<file path="src/rtl/serial_adder_pkg.sv">
// Shared types and limits for the bit-serial adder.
package serial_adder_pkg;

    typedef enum logic [1:0] {
        IDLE = 2'd0,
        RUN  = 2'd1,
        DONE = 2'd2
    } state_t;

    localparam int WIDTH_MAX = 64;

endpackage

</file>
<file path="src/rtl/serial_add_cell.sv">
// One-bit full adder built from two half adders and an OR.
module serial_add_cell (
    input  logic a,
    input  logic b,
    input  logic cin,
    output logic s,
    output logic c
);

    logic s1;
    logic c1;
    logic c2;

    // first half adder: a + b
    assign s1 = a ^ b;
    assign c1 = a & b;

    // second half adder: partial sum + carry-in
    assign s  = s1 ^ cin;
    assign c2 = s1 & cin;

    assign c  = c1 | c2;

endmodule

</file>
<file path="src/rtl/serial_adder.sv">
// Bit-serial WIDTH-bit adder: operands accepted on a valid/ready handshake,
// resolved LSB first one bit per clock through a single full-adder cell,
// result presented on a second handshake.
// Optional feature macro: SERIAL_ADDER_OVF_EN adds the signed-overflow flag ovf.
//
// state | meaning
// IDLE  | waiting for operands, in_ready=1
// RUN   | one bit resolved per edge, WIDTH edges total
// DONE  | result held with out_valid=1 until out_ready
module serial_adder
    import serial_adder_pkg::*;
#(
    parameter int WIDTH = 8
) (
    input  logic             clk,
    input  logic             rst_n,
    input  logic             in_valid,
    output logic             in_ready,
    input  logic [WIDTH-1:0] a,
    input  logic [WIDTH-1:0] b,
    input  logic             cin,
    output logic             out_valid,
    input  logic             out_ready,
    output logic [WIDTH-1:0] sum,
`ifdef SERIAL_ADDER_OVF_EN
    output logic             ovf,
`endif
    output logic             cout
);

    localparam int CNT_W = $clog2(WIDTH);
    localparam logic [CNT_W-1:0] CNT_LAST = CNT_W'(WIDTH - 1);

    if (WIDTH < 2 || WIDTH > WIDTH_MAX) begin : g_bad_width
        $error("serial_adder: WIDTH out of range");
    end

    state_t           state;
    state_t           next_state;
    logic [WIDTH-1:0] a_sr;
    logic [WIDTH-1:0] b_sr;
    logic [WIDTH-1:0] sum_sr;
    logic             carry;
    logic [CNT_W-1:0] cnt;
    logic             bit_s;
    logic             bit_c;
    logic             accept;
    logic             last_bit;

    serial_add_cell u_cell (
        .a   (a_sr[0]),
        .b   (b_sr[0]),
        .cin (carry),
        .s   (bit_s),
        .c   (bit_c)
    );

    assign accept   = (state == IDLE) && in_valid;
    assign last_bit = (cnt == CNT_LAST);

    // state register
    always_ff @(posedge clk or negedge rst_n) begin
        if (!rst_n) begin
            state <= IDLE;
        end else begin
            state <= next_state;
        end
    end

    // next-state and handshake outputs, decoded from registered state only
    always_comb begin
        next_state = state;
        in_ready   = 1'b0;
        out_valid  = 1'b0;
        case (state)
            IDLE: begin
                in_ready = 1'b1;
                if (in_valid) next_state = RUN;
            end
            RUN: begin
                if (last_bit) next_state = DONE;
            end
            DONE: begin
                out_valid = 1'b1;
                if (out_ready) next_state = IDLE;
            end
            default: next_state = IDLE;
        endcase
    end

    // operand/sum shift registers, carry flop and bit counter
    always_ff @(posedge clk or negedge rst_n) begin
        if (!rst_n) begin
            a_sr   <= '0;
            b_sr   <= '0;
            sum_sr <= '0;
            carry  <= 1'b0;
            cnt    <= '0;
        end else if (accept) begin
            a_sr  <= a;
            b_sr  <= b;
            carry <= cin;
            cnt   <= '0;
        end else if (state == RUN) begin
            a_sr   <= {1'b0, a_sr[WIDTH-1:1]};
            b_sr   <= {1'b0, b_sr[WIDTH-1:1]};
            sum_sr <= {bit_s, sum_sr[WIDTH-1:1]};
            carry  <= bit_c;
            cnt    <= cnt + 1'b1;
        end
    end

`ifdef SERIAL_ADDER_OVF_EN
    // on the final bit, carry holds the carry into the MSB and bit_c the carry out
    always_ff @(posedge clk or negedge rst_n) begin
        if (!rst_n) begin
            ovf <= 1'b0;
        end else if (accept) begin
            ovf <= 1'b0;
        end else if (state == RUN && last_bit) begin
            ovf <= carry ^ bit_c;
        end
    end
`endif

    assign sum  = sum_sr;
    assign cout = carry;

endmodule

</file>
<file path="config.mk">
export PLATFORM = sky130hd
export DESIGN_NAME = serial_adder
export DESIGN_NICKNAME = d
export VERILOG_FILES = /design/src/rtl/serial_adder_pkg.sv /design/src/rtl/serial_add_cell.sv /design/src/rtl/serial_adder.sv
export SDC_FILE = /design/constraint.sdc
export NUM_CORES = 1
export LEC_CHECK = 0
export CORE_MARGIN = 2
export CORE_UTILIZATION = 49
export DETAILED_ROUTE_END_ITERATION = 8
export PLACE_DENSITY = 0.78
export SLEW_MARGIN = 10
export SYNTH_ARGS = -nofsm -noshare
export SYNTH_HDL_FRONTEND = slang
export SYNTH_HIERARCHICAL = 1
export SYNTH_SLANG_ARGS = --single-unit
</file>
<file path="constraint.sdc">
create_clock -name clk -period 1.75 [get_ports clk]
set_clock_uncertainty 0.2 [all_clocks]
set_input_delay 0.525 -clock clk [delete_from_list [all_inputs] [get_ports clk]]
set_output_delay 0.525 -clock clk [all_outputs]
set_load 0.1 [all_outputs]
</file>
# Word-level counts from Yosys, hierarchy flattened

Cells that the tools add are included.

Input bits: 21
Register bits after elaboration: 30
Output and inout port bits: 11
Word-level logic and storage cells: 38

Bitwise logic cells: 6
Equality and inequality tests: 6
Add/sub/neg operators: 1
Muxes and demuxes: 14
Reduce and logical (&&, ||, !) cells: 5

Operators with widths:

| kind                                                 | count |
|---|---|
| 2-to-1 mux 8 bit                                     | 4 |
| 2-to-1 mux 2 bit                                     | 3 |
| 2-to-1 mux 3 bit                                     | 2 |
| inequality test 2 bit (second input constant)        | 3 |
| case mux 2 bit (3 select lines)                      | 1 |
| 2-to-1 mux 1 bit                                     | 4 |
| adder 3 x 1 -> 3 bit (second input constant)         | 1 |
| equality test 3 bit (second input constant)          | 1 |
| AND reduction 3 bit                                  | 1 |
| AND 1 bit                                            | 2 |
| equality test 2 x 1 -> 1 bit (second input constant) | 1 |
| equality test 2 bit (second input constant)          | 1 |
| zero test 2 bit                                      | 1 |
| AND reduction 2 bit                                  | 1 |
| nonzero test 2 bit                                   | 1 |
| bitwise XOR 1 bit                                    | 2 |
| logical AND 1 bit                                    | 1 |
| NOT 1 bit                                            | 1 |
| bitwise OR 1 bit                                     | 1 |

# Logic depth before layout (Yosys ltp)

Gate-level depths: netlist of the first run.

Depth in word-level cells: 5
Gate-level depth with buffers: 6
Depth with buffers taken out: 4

# By module

The synthesis of the first run kept the hierarchy.

Modules (own cells, without submodules):

| module          | cells each | instances | area each (µm²) |
|---|---|---|---|
| serial_adder    | 127        | 1         | 1,376.3 |
| serial_add_cell | 1          | 1         | 20.0 |

# Least setup slack after synthesis of the first run

Ideal clock, no wire load.

Path kind: flip-flop to output port
From: register state[0]
To: output out_valid
Cell stages (with the launch flop): 3
Setup slack: -847 ps
Arrival time: 1,872 ps
Cells stage by stage: dfrtp_1 > buf_6 > nor2b_1

Word-level cells in the longest chain between the ends: 2

Ends and longest elaborated chain:

| element                | RTL line           | RTL |
|---|---|---|
| from (decl)            | serial_adder.sv:38 | `state_t state;` |
| from (signal assigned) | serial_adder.sv:66 | `state <= next_state;` |
| equality test 2 bit    | serial_adder.sv:75 | `case (state)` |
| 2-to-1 mux 1 bit       | serial_adder.sv:75 |  |
| to (decl)              | serial_adder.sv:22 | `output logic out_valid,` |

No other way between the ends.

# Final worst setup path of the first run

From: register state[1]
To: output in_ready

Word-level cells in the longest chain between the ends: 2

Ends and longest elaborated chain:

| element          | RTL line           | RTL |
|---|---|---|
| zero test 2 bit  | serial_adder.sv:75 |  |
| 2-to-1 mux 1 bit | serial_adder.sv:75 |  |
| to (decl)        | serial_adder.sv:18 | `output logic in_ready,` |

No other way between the ends.

==> flow_metrics.env, run 1 <==
export IMPL_ys_ff_latch=30
export IMPL_die_area_um2=3290
export IMPL_antenna_found_initial=0
export IMPL_final_fill_count=192
export IMPL_path_buf_inv=1
export IMPL_dp_slack_ps=-280
export IMPL_arrival_ps=1140
export IMPL_num_rows=19
export IMPL_ant_nets=0
export IMPL_grt_max_degree=31
export IMPL_synthCells=128
export IMPL_synth_compound_area_frac=0.199
export IMPL_worst_pin_slew_ps=389
export IMPL_overflow=0
export IMPL_ir_drop_mv=1.88
export IMPL_muxShareOfSynthArea=0
export IMPL_cp_slowest_cell="dfrtp_2"
export IMPL_grt_use_total=0.196
export IMPL_path_class="reg -> out"
export IMPL_max_freq_ghz=0.536
export IMPL_clk_latency_ps=340
export IMPL_synth_area_um2=1400
export IMPL_drc=0
export IMPL_synth_cell_types=27
export IMPL_syn_area_per_cell_um2=10.9
export IMPL_die_y_um=57.4
export IMPL_synth_top_family_by_area="compound AO/OA/AOI/OAI gates"
export IMPL_max_cap_violations=0
export IMPL_clock_path_buffers=2
export IMPL_antenna_diode_count=0
export IMPL_cts_sinks=30
export IMPL_critPathMaxFanout=4
export IMPL_die_w_um=57.4
export IMPL_critical_path_required_ps=1020
export IMPL_critPathMaxStageDelay_ps=460
export IMPL_hold_path_class="reg -> reg"
export IMPL_core_um2=2730
export IMPL_setup_viol=2
export IMPL_rsz0062_at_grt="true"
export IMPL_yosysTopAreaCell="dfrtp_1"
export IMPL_synth_xor_area_share=0
export IMPL_wl_per_cell_um=14.5
export IMPL_drv_slew=0
export IMPL_instances_no_fill=199
export IMPL_startpoint_type="flop"
export IMPL_cts_inserted_buffers=5
export IMPL_cts_root_buf="clkbuf_4"
export IMPL_cts_tree="built"
export IMPL_yosysSeqAreaShare=0.538
export IMPL_firstDrtPassIters=4
export IMPL_yosys_area_share_adder=0.0323
export IMPL_synth_top_area_frac=0.538
export IMPL_critical_path_top_delay_family="flip-flops"
export IMPL_fin_setup_tns_ps=-227
export IMPL_start_util=0.511
export IMPL_area_delta_synth_final_pct=41.4
export IMPL_synth_simple_gate_area_frac=0.185
export IMPL_end_kind="output pin"
export IMPL_p_leak_uw=0.000885
export IMPL_gp_congestion=0.728
export IMPL_vias=1116
export IMPL_crit_chain="nor2_4 -> buf_12"
export IMPL_drt_wl_total_um=2880
export IMPL_finalCritPeriodShare=1.07
export IMPL_drtIter0Drc=23
export IMPL_boundaryPins=32
export IMPL_ys_top_cells_by_area="dfrtp_1 (54%), o22a_1 (11%), nand2_1 (8.3%)"
export IMPL_drive_above_1_share=0.220
export IMPL_grt_pass1_wl_um=4830
export IMPL_placed_cells=188
export IMPL_status="complete, but fails checks"
export IMPL_slew_headroom=0.741
export IMPL_hpwl_um=1990
export IMPL_final_nets=191
export IMPL_final_hold_viol_count=0
export IMPL_powerDensity_nw_per_um2=2140
export IMPL_routed_via_density=5.61
export IMPL_numPortBuffers=31
export IMPL_cts_htree_levels=2
export IMPL_finalPower_uw=4230
export IMPL_fin_ws_ps=-115
export IMPL_clk_pin_slew_ps=100
export IMPL_grt_pass1_vias=1112
export IMPL_syn_num_nets=152
export IMPL_period_needed_ps=1860
export IMPL_yosysWarnings=6
export IMPL_violations="negative setup slack"
==> metal layers <==
| metal | part of all wire | track usage | up-vias |
|---|---|---|---|
| met5 | 0 | 0 | - |
| met2 | 0.49 | 0.333 | 32 |
| met3 | 0.057 | 0.0680 | 6 |
| li1 | - | - | 538 |
| met4 | 0.014 | 0.0698 | 0 |
| met1 | 0.44 | 0.231 | 540 |
==> logic make-up (layout without fill, tap and decap cells) <==
logic type / Yosys count / count (layout)
DFF: 30 / 30
and+or+nand+nor: 51 / 51
AOI/OAI and AO/OA: 34 / 34
adders and majority gates: 3 / 3
buffers and inverters: 10 / 50
==> what timing repair did <==
| item | CTS | global route |
|---|---|---|
| endpoints found under the hold margin | 0 | 0 |
| endpoints found under the setup margin | 2 | 2 |
| setup buffers | 1 | 2 |
| pin swaps | 0 | 1 |
| hold buffers | 0 | 0 |
| resized for setup | 3 | 1 |
==> per-stage QoR <==
stage | hold slack [ps] | instance area [um^2] | utilization
2_1_floorplan | 29.4 | 1400 | -
3_3_place_gp | 286 | 1860 | 0.681
3_5_place_dp | 295 | 1860 | 0.681
4_1_cts | 318 | 1960 | 0.716
5_1_grt | 341 | 1970 | 0.722
6_report | 310 | 1970 | 0.722
==> cell usage after synthesis, drive strengths merged <==
cell type	n
a21oi	1
a221o	1
a22o	3
a22oi	4
a32o	1
buf	7
clkbuf	1
dfrtp	30
fa	1
ha	2
inv	2
nand2	31
nand2b	4
nand3	4
nand3b	5
nor2	3
nor2b	4
o21ai	4
o21bai	1
o221a	1
o22a	18
==> cell type report <==
type | count | area (um^2) | share of cell area
Clock buffer | 5 | 37.5 | 0.0190
Clock inverter | 3 | 40.0 | 0.0203
Inverter | 2 | 7.51 | 0.00380
Multi-Input combinational cell | 88 | 596 | 0.302
Sequential cell | 30 | 754 | 0.382
Tap cell | 31 | 38.8 | 0.0196
Timing Repair Buffer | 40 | 500 | 0.253
==> state kept, by name (all words and copies together), names as in the netlist <==
register	flops
b_sr	8
state	2
a_sr	8
sum	8
cout	1
cnt	3
==> path summary, 6_finish.rpt <==
path	from	endpoint	slack, ps	depth (start not counted)
hold / removal	a_sr[7]$_DFFE_PN0P_	a_sr[6]$_DFFE_PN0P_	310	1
setup reg to reg	state[1]$_DFFE_PN0P_	b_sr[7]$_DFFE_PN0P_	30	5
hold reg to reg	a_sr[7]$_DFFE_PN0P_	a_sr[6]$_DFFE_PN0P_	310	1
setup / recovery	state[1]$_DFFE_PN0P_	in_ready	-110	2
max in group asynchronous	rst_n	state[0]$_DFFE_PN0P_	830	2
min in group asynchronous	rst_n	sum[4]$_DFFE_PN0P_	340	2
==> cells in the final DEF (no fill, tap or decap) <==
cell,instances
o21ai_1,1
ha_1,2
o21bai_1,1
nor2_4,3
buf_12,12
o22a_1,18
dfrtp_1,27
inv_2,1
a21oi_1,1
nand2b_4,1
a32o_1,1
clkbuf_4,5
o21ai_0,3
nand2_1,31
a221o_1,1
dfrtp_2,3
clkdlybuf4s50_1,20
inv_1,1
o221a_1,1
nand3b_1,5
nor2b_4,1
a22o_1,3
fa_1,1
nor2b_1,3
nand3_1,4
buf_4,8
clkinv_2,2
nand2b_1,3
bufinv_16,1
a22oi_1,4
==> report_power, final <==
part,switching (uW),internal [uW],leakage [uW]
Sequential,285,1020,0.000363
Clock,255,296,0.0000450
Combinational,1380,994,0.000477
Total,1920,2310,0.000885
No activity file was read; power rests on OpenSTA's default activity.
==> inputs of run 2 (changes only) <==
--- a/config.mk
+++ b/config.mk
@@ -7,6 +7,7 @@
 export LEC_CHECK = 0
 export CORE_MARGIN = 2
 export CORE_UTILIZATION = 49
+export CTS_BUF_LIST = sky130_fd_sc_hd__clkbuf_8 sky130_fd_sc_hd__clkbuf_16
 export DETAILED_ROUTE_END_ITERATION = 8
 export PLACE_DENSITY = 0.78
 export SLEW_MARGIN = 10
==> run 2 against run 1 <==
  * Clock power rose by 25%
  * The flow still finishes with violations (negative setup slack)
  * Hold slack got worse by 2.2 ps
  * Combinational power barely moved
  * Setup slack improved by 50 ps
  * Non-clock buffer count did not move
  * Final area rose by 1.7%
  * Utilization rose by 1.2 points
==> flow_metrics.env, run 2 (synthesis results as in run 1) <==
export IMPL_drive_above_1_share=0.220
export IMPL_grt_max_degree=31
export IMPL_firstDrtPassIters=4
export IMPL_seq_power_share=0.300
export IMPL_die_w_um=57.4
export IMPL_arrival_ps=1090
export IMPL_path_class="reg -> out"
export IMPL_critPathMaxFanout=4
export IMPL_clock_path_buffers=2
export IMPL_fin_ws_ps=-65.3
export IMPL_hold_depth=1
export IMPL_p_leak_uw=0.000907
export IMPL_cts_root_buf="clkbuf_8"
export IMPL_die_area_um2=3290
export IMPL_intPower_uw=2440
export IMPL_clk_latency_ps=290
export IMPL_cts_htree_levels=2
export IMPL_setup_viol=2
export IMPL_ir_drop_mv=1.89
export IMPL_placed_area_um2=1860
export IMPL_switchingPower_uw=1940
export IMPL_gp_congestion=0.728
export IMPL_start_util=0.511
export IMPL_critPathMaxStageDelay_ps=420
export IMPL_ant_nets=0
export IMPL_drc=0
export IMPL_max_freq_ghz=0.551
export IMPL_drv_slew=0
export IMPL_powerDensity_nw_per_um2=2180
export IMPL_grt_use_total=0.203
export IMPL_vias=1135
export IMPL_grt_pass1_vias=1109
export IMPL_critical_path_required_ps=1020
export IMPL_final_nets=191
export IMPL_dp_slack_ps=-280
export IMPL_worst_pin_slew_ps=385
export IMPL_clk_pin_slew_ps=60
export IMPL_status="complete, but fails checks"
export IMPL_hold_path_class="reg -> reg"
export IMPL_cts_inserted_buffers=5
export IMPL_overflow=0
export IMPL_die_y_um=57.4
export IMPL_holdWs_ps=307
export IMPL_final_cell_mix="nand2_1 (31), dfrtp_1 (27), clkdlybuf4s50_1 (19)"
export IMPL_clkPwrFrac=0.157
export IMPL_worst_r2r_path_depth=5
export IMPL_swShare=0.444
export IMPL_pwr_share_comb=0.543
export IMPL_boundaryPins=32
export IMPL_numPortBuffers=31
export IMPL_cts_hold_buf=0
export IMPL_hpwl_um=1990
export IMPL_violations="negative setup slack"
export IMPL_finalPower_uw=4380
export IMPL_period_needed_ps=1820
export IMPL_antenna_found_initial=0
export IMPL_end_kind="output pin"
export IMPL_cts_tree="built"
export IMPL_area_delta_synth_final_pct=43.8
export IMPL_finalInstanceArea_um2=2010
export IMPL_crit_chain="nor2b_4 -> buf_12"
export IMPL_max_cap_violations=0
export IMPL_drtIter0Drc=20
export IMPL_final_hold_viol_count=0
export IMPL_core_um2=2730
export IMPL_antenna_diode_count=0
export IMPL_cp_slowest_cell="dfrtp_2"
export IMPL_wl_per_cell_um=15.0
export IMPL_rsz0062_at_grt="true"
export IMPL_routed_via_density=5.70
export IMPL_final_common_cell="nand2_1"
export IMPL_cts_sinks=30
export IMPL_num_rows=19
export IMPL_grt_pass1_wl_um=4950
export IMPL_startpoint_type="flop"
export IMPL_drt_wl_total_um=2980
export IMPL_finalCritPeriodShare=1.04
export IMPL_slew_headroom=0.743
[run 2: through the flow]
stage	TNS, ps	utilization	instances
after floorplan	-889	-	128
after global placement	-3650	0.681	188
after detailed placement	-4190	0.681	188
after CTS	-175	0.728	197
after global routing	-167	0.735	199
final	-128	0.735	199
[run 2: power by group through the flow]
stage,registers [uW],clock network (uW),logic (uW)
after detailed placement,1300,0,2350
after floorplan,1880,0,1010
final,1310,687,2380
after global placement,1290,0,2290
after CTS,1310,701,2370
after global routing,1350,733,2550
[run 2: path summary, 6_finish.rpt]
path / from / to / slack, ps
max in group asynchronous: rst_n / cout$_DFFE_PN0P_ / 770
setup reg to reg: state[1]$_DFFE_PN0P_ / b_sr[7]$_DFFE_PN0P_ / 20
hold / removal: a_sr[7]$_DFFE_PN0P_ / a_sr[6]$_DFFE_PN0P_ / 310
hold reg to reg: a_sr[7]$_DFFE_PN0P_ / a_sr[6]$_DFFE_PN0P_ / 310
min in group asynchronous: rst_n / sum[1]$_DFFE_PN0P_ / 400
setup / recovery: state[1]$_DFFE_PN0P_ / out_valid / -70
[run 2: per-layer routing]
metal,routed length [um],track usage
met1,1250,0.241
met2,1470,0.339
met3,217,0.0748
met4,43,0.0698
met5,0,0
[run 2: critical path: cells and delay by family, from the launching register on]
kind | cells | cell delay [ps]
flops | 1 | 420
simple gates | 1 | 200
buf+inv | 1 | 180
[run 2: repair_timing]
action,in CTS,in global routing
endpoints found under the setup margin,2,11
buffers inserted,1,2
resized for setup,3,2
pin swaps,0,1
[run 2: area by class of cell]
| class | count | area [um^2] |
|---|---|---|
| multi-input cells | 88 | 596 |
| clock buffers | 5 | 68.8 |
| fillers | 191 | 726 |
| well taps | 31 | 38.8 |
| inverters | 2 | 7.51 |
| clock inverters | 3 | 40.0 |
| repair buffers | 40 | 503 |
| flip-flops and latches | 30 | 754 |
